**config.mk**
```make
export PLATFORM = sky130hd
export DESIGN_NAME = dev_ram_arbiter
export DESIGN_NICKNAME = d
export VERILOG_FILES = /design/src/rtl/ram_pkg.sv /design/src/rtl/rr_pick.sv /design/src/rtl/dev_ram_arbiter.sv
export SDC_FILE = /design/constraint.sdc
export NUM_CORES = 1
export LEC_CHECK = 0
export CAP_MARGIN = 20
export CORE_AREA = 2 2 170 172
export DETAILED_ROUTE_END_ITERATION = 8
export DIE_AREA = 0 0 172 174
export MAX_ROUTING_LAYER = met4
export PLACE_DENSITY = 0.45
export SLEW_MARGIN = 20
export SYNTH_ARGS = -nofsm -noshare
export SYNTH_HDL_FRONTEND = slang
export SYNTH_SLANG_ARGS = --single-unit
```
**constraint.sdc**
```tcl
create_clock -name clk -period 1.2 [get_ports clk]
set_clock_uncertainty 0.05 [all_clocks]
set_input_delay 0.12 -clock clk [delete_from_list [all_inputs] [get_ports clk]]
set_output_delay 0.12 -clock clk [all_outputs]
set_load 0.01 [all_outputs]
```
**src/rtl/ram_pkg.sv**
```systemverilog
// rtl/ram_pkg.sv - shared dev_ram operation and size codes
package ram_pkg;

  localparam int RAM_OP_BITS   = 2;
  localparam int RAM_SIZE_BITS = 2;

  typedef enum logic [RAM_OP_BITS-1:0] {
    RAM_NOP   = 2'd0,
    RAM_READ  = 2'd1,
    RAM_WRITE = 2'd2
  } ram_op_t;

  typedef enum logic [RAM_SIZE_BITS-1:0] {
    SIZE_BYTE  = 2'd0,
    SIZE_HALF  = 2'd1,
    SIZE_WORD  = 2'd2,
    SIZE_DWORD = 2'd3
  } ram_size_t;

  // Index width for a port count; a single port still needs one bit.
  function automatic int idx_width(input int n);
    return (n > 1) ? $clog2(n) : 1;
  endfunction

endpackage

```
**src/rtl/rr_pick.sv**
```systemverilog
// rtl/rr_pick.sv - cyclic first-one finder starting at a given pointer
module rr_pick #(
  parameter int N     = 2,
  parameter int IDX_W = (N > 1) ? $clog2(N) : 1
) (
  input  logic [N-1:0]     req,
  input  logic [IDX_W-1:0] start,
  output logic [N-1:0]     gnt,
  output logic [IDX_W-1:0] idx,
  output logic             any
);

  int               pos;
  logic [IDX_W-1:0] pos_i;

  always_comb begin
    gnt   = '0;
    idx   = '0;
    any   = 1'b0;
    pos   = 0;
    pos_i = '0;
    for (int k = 0; k < N; k++) begin
      // start is always < N, so one subtraction is enough to wrap
      pos = int'(start) + k;
      if (pos >= N) pos = pos - N;
      pos_i = IDX_W'(pos);
      if (!any && req[pos_i]) begin
        gnt[pos_i] = 1'b1;
        idx        = pos_i;
        any        = 1'b1;
      end
    end
  end

endmodule

```
**src/rtl/dev_ram_arbiter.sv**
```systemverilog
// rtl/dev_ram_arbiter.sv - N-master request/grant arbiter in front of the single-ported dev_ram
module dev_ram_arbiter
  import ram_pkg::*;
#(
  parameter int NUM_PORTS = 2,
  parameter int ADDR_W    = 32,
  parameter int DATA_W    = 64,
  parameter int PRIO_MODE = 0
) (
  input  logic                               clk,
  input  logic                               rst_n,
  input  logic [NUM_PORTS-1:0]               m_req,
  input  logic [NUM_PORTS-1:0]               m_lock,
  input  logic [NUM_PORTS*RAM_OP_BITS-1:0]   m_op,
  input  logic [NUM_PORTS*RAM_SIZE_BITS-1:0] m_size,
  input  logic [NUM_PORTS*ADDR_W-1:0]        m_addr,
  input  logic [NUM_PORTS*DATA_W-1:0]        m_wdata,
  output logic [NUM_PORTS-1:0]               m_gnt,
  output logic [NUM_PORTS-1:0]               m_rvalid,
  output logic [DATA_W-1:0]                  m_rdata,
  output ram_op_t                            ram_op,
  output logic [RAM_SIZE_BITS-1:0]           ram_size,
  output logic [ADDR_W-1:0]                  ram_addr,
  output logic [DATA_W-1:0]                  ram_data_in,
  input  logic [DATA_W-1:0]                  ram_data_out
);

  localparam int IDX_W = idx_width(NUM_PORTS);

  logic [RAM_OP_BITS-1:0]   op_a   [NUM_PORTS];
  logic [RAM_SIZE_BITS-1:0] size_a [NUM_PORTS];
  logic [ADDR_W-1:0]        addr_a [NUM_PORTS];
  logic [DATA_W-1:0]        wdata_a[NUM_PORTS];

  for (genvar g = 0; g < NUM_PORTS; g++) begin : g_unpack
    assign op_a[g]    = m_op[g*RAM_OP_BITS +: RAM_OP_BITS];
    assign size_a[g]  = m_size[g*RAM_SIZE_BITS +: RAM_SIZE_BITS];
    assign addr_a[g]  = m_addr[g*ADDR_W +: ADDR_W];
    assign wdata_a[g] = m_wdata[g*DATA_W +: DATA_W];
  end

  logic                 ready_q;
  logic                 lock_valid;
  logic [IDX_W-1:0]     lock_owner;
  logic [IDX_W-1:0]     rr_ptr;
  logic [NUM_PORTS-1:0] rvalid_q;

  logic [NUM_PORTS-1:0] owner_mask;
  logic [NUM_PORTS-1:0] eligible;
  logic [IDX_W-1:0]     pick_start;
  logic [NUM_PORTS-1:0] pick_gnt;
  logic [IDX_W-1:0]     pick_idx;
  logic                 pick_any;

  logic [NUM_PORTS-1:0] rvalid_d;
  logic [IDX_W-1:0]     ptr_next;

  // Nothing is granted in the first cycle after reset release; while locked
  // only the owner is eligible.
  always_comb begin
    owner_mask             = '0;
    owner_mask[lock_owner] = 1'b1;
    if (!ready_q)        eligible = '0;
    else if (lock_valid) eligible = m_req & owner_mask;
    else                 eligible = m_req;
  end

  assign pick_start = (PRIO_MODE == 1) ? rr_ptr : '0;

  rr_pick #(
    .N    (NUM_PORTS),
    .IDX_W(IDX_W)
  ) u_pick (
    .req  (eligible),
    .start(pick_start),
    .gnt  (pick_gnt),
    .idx  (pick_idx),
    .any  (pick_any)
  );

  assign m_gnt    = pick_gnt;
  assign m_rvalid = rvalid_q;
  assign m_rdata  = ram_data_out;

  always_comb begin
    ram_op      = RAM_NOP;
    ram_size    = '0;
    ram_addr    = '0;
    ram_data_in = '0;
    if (pick_any) begin
      ram_op      = ram_op_t'(op_a[pick_idx]);
      ram_size    = size_a[pick_idx];
      ram_addr    = addr_a[pick_idx];
      ram_data_in = wdata_a[pick_idx];
    end
  end

  always_comb begin
    rvalid_d = '0;
    for (int i = 0; i < NUM_PORTS; i++) begin
      rvalid_d[i] = pick_gnt[i] && (op_a[i] == RAM_READ);
    end
    ptr_next = (pick_idx == IDX_W'(NUM_PORTS - 1)) ? '0 : pick_idx + 1'b1;
  end

  always_ff @(posedge clk or negedge rst_n) begin
    if (!rst_n) begin
      ready_q    <= 1'b0;
      lock_valid <= 1'b0;
      lock_owner <= '0;
      rr_ptr     <= '0;
      rvalid_q   <= '0;
    end else begin
      ready_q  <= 1'b1;
      rvalid_q <= rvalid_d;
      if (pick_any) begin
        rr_ptr     <= ptr_next;
        lock_valid <= m_lock[pick_idx];
        lock_owner <= pick_idx;
      end else if (lock_valid && !m_req[lock_owner] && !m_lock[lock_owner]) begin
        // Owner gave up the bus without issuing a final access.
        lock_valid <= 1'b0;
      end
    end
  end

endmodule

```
==> impl_metrics.yaml <==
logic_synthesis:
  ys_top_cells_by_count: "a22o_1 (100), buf_4 (65), buf_2 (18)"
  synth.most_common_cell: "a22o_1"
  syn_inst: 208
  seq_area_frac_synth_pct: 7.33
  yosysWarnings: 0
  synth_top_area_cell: "a22o_1"
  synthTopCellsByArea: "a22o_1 (51%), buf_4 (29%), dfrtp_1 (7.3%), buf_2 (5.3%), mux2i_1 (1.2%)"
  synth_cell_types: 18
  ys_ff_latch: 5
  synth_nets: 478
  synth_top_cell_area_share_pct: 51.3
  avgSynthCellArea_um2: 8.21
  synthFlopType: "dfrtp_1"
  synthArstFlopShare_pct: 100
  synth_edf_count: 0
  synth_area_um2: 1710
grt:
  first_global_vias: 2948
  grt_max_degree: 29
  grt-ovfl-total: 0
  track_usage_pct: 9.90
  antenna_found_initial: 0
  grt_pass1_wl_mm: 20.6
place:
  hpwl_mm: 10.4
  io_buffers: 309
  gp_congestion: 0.770
clocking:
  cts_tree: "built"
  cts.clk_slew.worst_paths_ns: 0.03
  ctsRootBufferMaster: "clkbuf_16"
  htreeDepth: 1
  cts-buffers-inserted: 3
  clk_path_buf_depth: 2
  numClockSinks: 5
  clkLatencyLatePin_ns: 0.22
  hold_buffers: 0
critical_path:
  path_buf_inv: 4
  worstSetupPathType: "reg2out"
  end_kind: "output pin"
  crit_path_max_fanout: 7
  arrival_ns: 1.74
  cpPeakStageDelay_ns: 0.44
  crit_family: "buffers and inverters"
  startpoint_type: "register"
  required_ns: 1.03
  crit_chain: "o211ai_4 > a21oi_4 > buf_12 > buf_12 > clkbuf_16 > a22o_1 > buf_2"
  cp_slowest_cell: "dfrtp_2"
  crit_top_cell: "buf_12"
worst_hold_path:
  hold_path.class: "in2async"
timing:
  max_freq_ghz: 0.524
  slew_viol_final: 0
  fin_ws_ns: -0.709
  finalHoldViolCount: 0
  grt_setup_unrepaired: "true"
  period_share_pct: 159
  finalSetupViolations: 106
  tns_ns: -66.10
  fin_crit_ns: 1.91
pwr:
  finalPower_uw: 3530
  p_leak_uw: 0.00220
  ir_drop_mv: 0.297
  p_per_area_nw_per_um2: 679
detailed_routing:
  ant_nets: 0
  vias: 2891
  post_drt_via_cell_ratio: 3.36
  drtIter0Drc: 64
  drc: 0
  wirelength_mm: 16.1
  wl_per_cell_um: 18.7
  dr.pass1.iters: 4
flow_run:
  maxCapViolCount: 0
die:
  die_area_um2: 29900
  rows: 62
  die_h_um: 174
  initial_core_util_pct: 6.05
  io_pins: 438
  core_area_um2: 28200
  die_w_um: 172
run_status:
  violations: "negative setup slack"
  outcome: "finished, violations left"
finish:
  synthToLayoutAreaGrowth_pct: 204
  fillerInstances: 3162
  drive_gt1_share_pct: 32.6
  final_nets: 746
==> report_power, final <==
part | total, µW | leakage (µW) | internal [µW] | switching, µW
registers | 227 | 0.0000614 | 195 | 31.9
clock network | 535 | 0.0000382 | 439 | 96.2
logic | 2770 | 0.00210 | 1690 | 1080
total | 3530 | 0.00220 | 2320 | 1210
==> per-layer routing <==
layer / vias up / track usage (%) / wire, µm
li1: 1288 / - / -
met1: 1354 / 10.9 / 6130
met2: 199 / 17.6 / 8000
met3: 50 / 1.57 / 1320
met4: 0 / 3.92 / 604
met5: - / - / 0
==> layout by cell type (no fill, tap or decap), drive strengths merged, types with 2 or more instances in the layout <==
| cell | instances |
|---|---|
| a21oi | 3 |
| a22o | 100 |
| buf | 131 |
| clkbuf | 6 |
| clkdlybuf4s15 | 10 |
| clkdlybuf4s50 | 205 |
| dfrtp | 5 |
| dlygate4sd2 | 2 |
| inv | 3 |
| mux2i | 2 |
| nand2 | 2 |
==> final timing paths <==
check	from	endpoint	slack, ns	cells past startpoint
setup / recovery	lock_owner	ram_data_in[45]	-0.71	7
hold / removal	rst_n	m_rvalid[0]	0.07	1
setup reg to reg	lock_valid	lock_valid	-0.46	8
hold reg to reg	lock_owner	lock_owner	0.66	3
max in group asynchronous	rst_n	lock_owner	0.82	1
min in group clk	ram_data_out[10]	m_rdata[10]	0.19	0
==> cell families after synthesis <==
family	share of synthesized area (%)
compound gates	53.9
buf+inv	35.8
flops	7.33
mux	1.17
other cells	0.220
simple gates	1.54
==> area by class of cell <==
cell class                 instances  area [µm²]  area share, %
tap                              384         480           9.25
multi-input combinational        113        1010           19.4
sequential                         5         128           2.46
clock buffer                       4        78.8           1.52
timing repair buffer             350        3490           67.1
inverter                           3        11.3          0.217
antenna                            1        2.50         0.0482
==> state kept, by name (all words and copies together) (netlist names) <==
signal      count
lock_owner      1
lock_valid      1
m_rvalid        2
ready_q         1
==> repair_timing <==
| action | in CTS | in global routing |
|---|---|---|
| resized for setup | 415 | 36 |
| setup endpoints to repair | 108 | 106 |
| buffers inserted | 14 | 5 |
| gates cloned | 13 | 2 |
| pin swaps | 2 | 15 |
==> through the flow <==
stage	util, %	worst slack [ns]	std cells	instance area [µm²]	hold WS (ns)
2_1_floorplan	-	-0.169	208	1730	-0.226
3_3_place_gp	17.1	-1.04	824	4820	0.190
3_5_place_dp	17.1	-1.05	824	4820	0.190
4_1_cts	18.2	-0.705	855	5140	0.0734
5_1_grt	18.4	-0.754	859	5190	0.0909
6_report	18.4	-0.709	860	5200	0.0700
No activity file was read; power rests on OpenSTA's default activity.
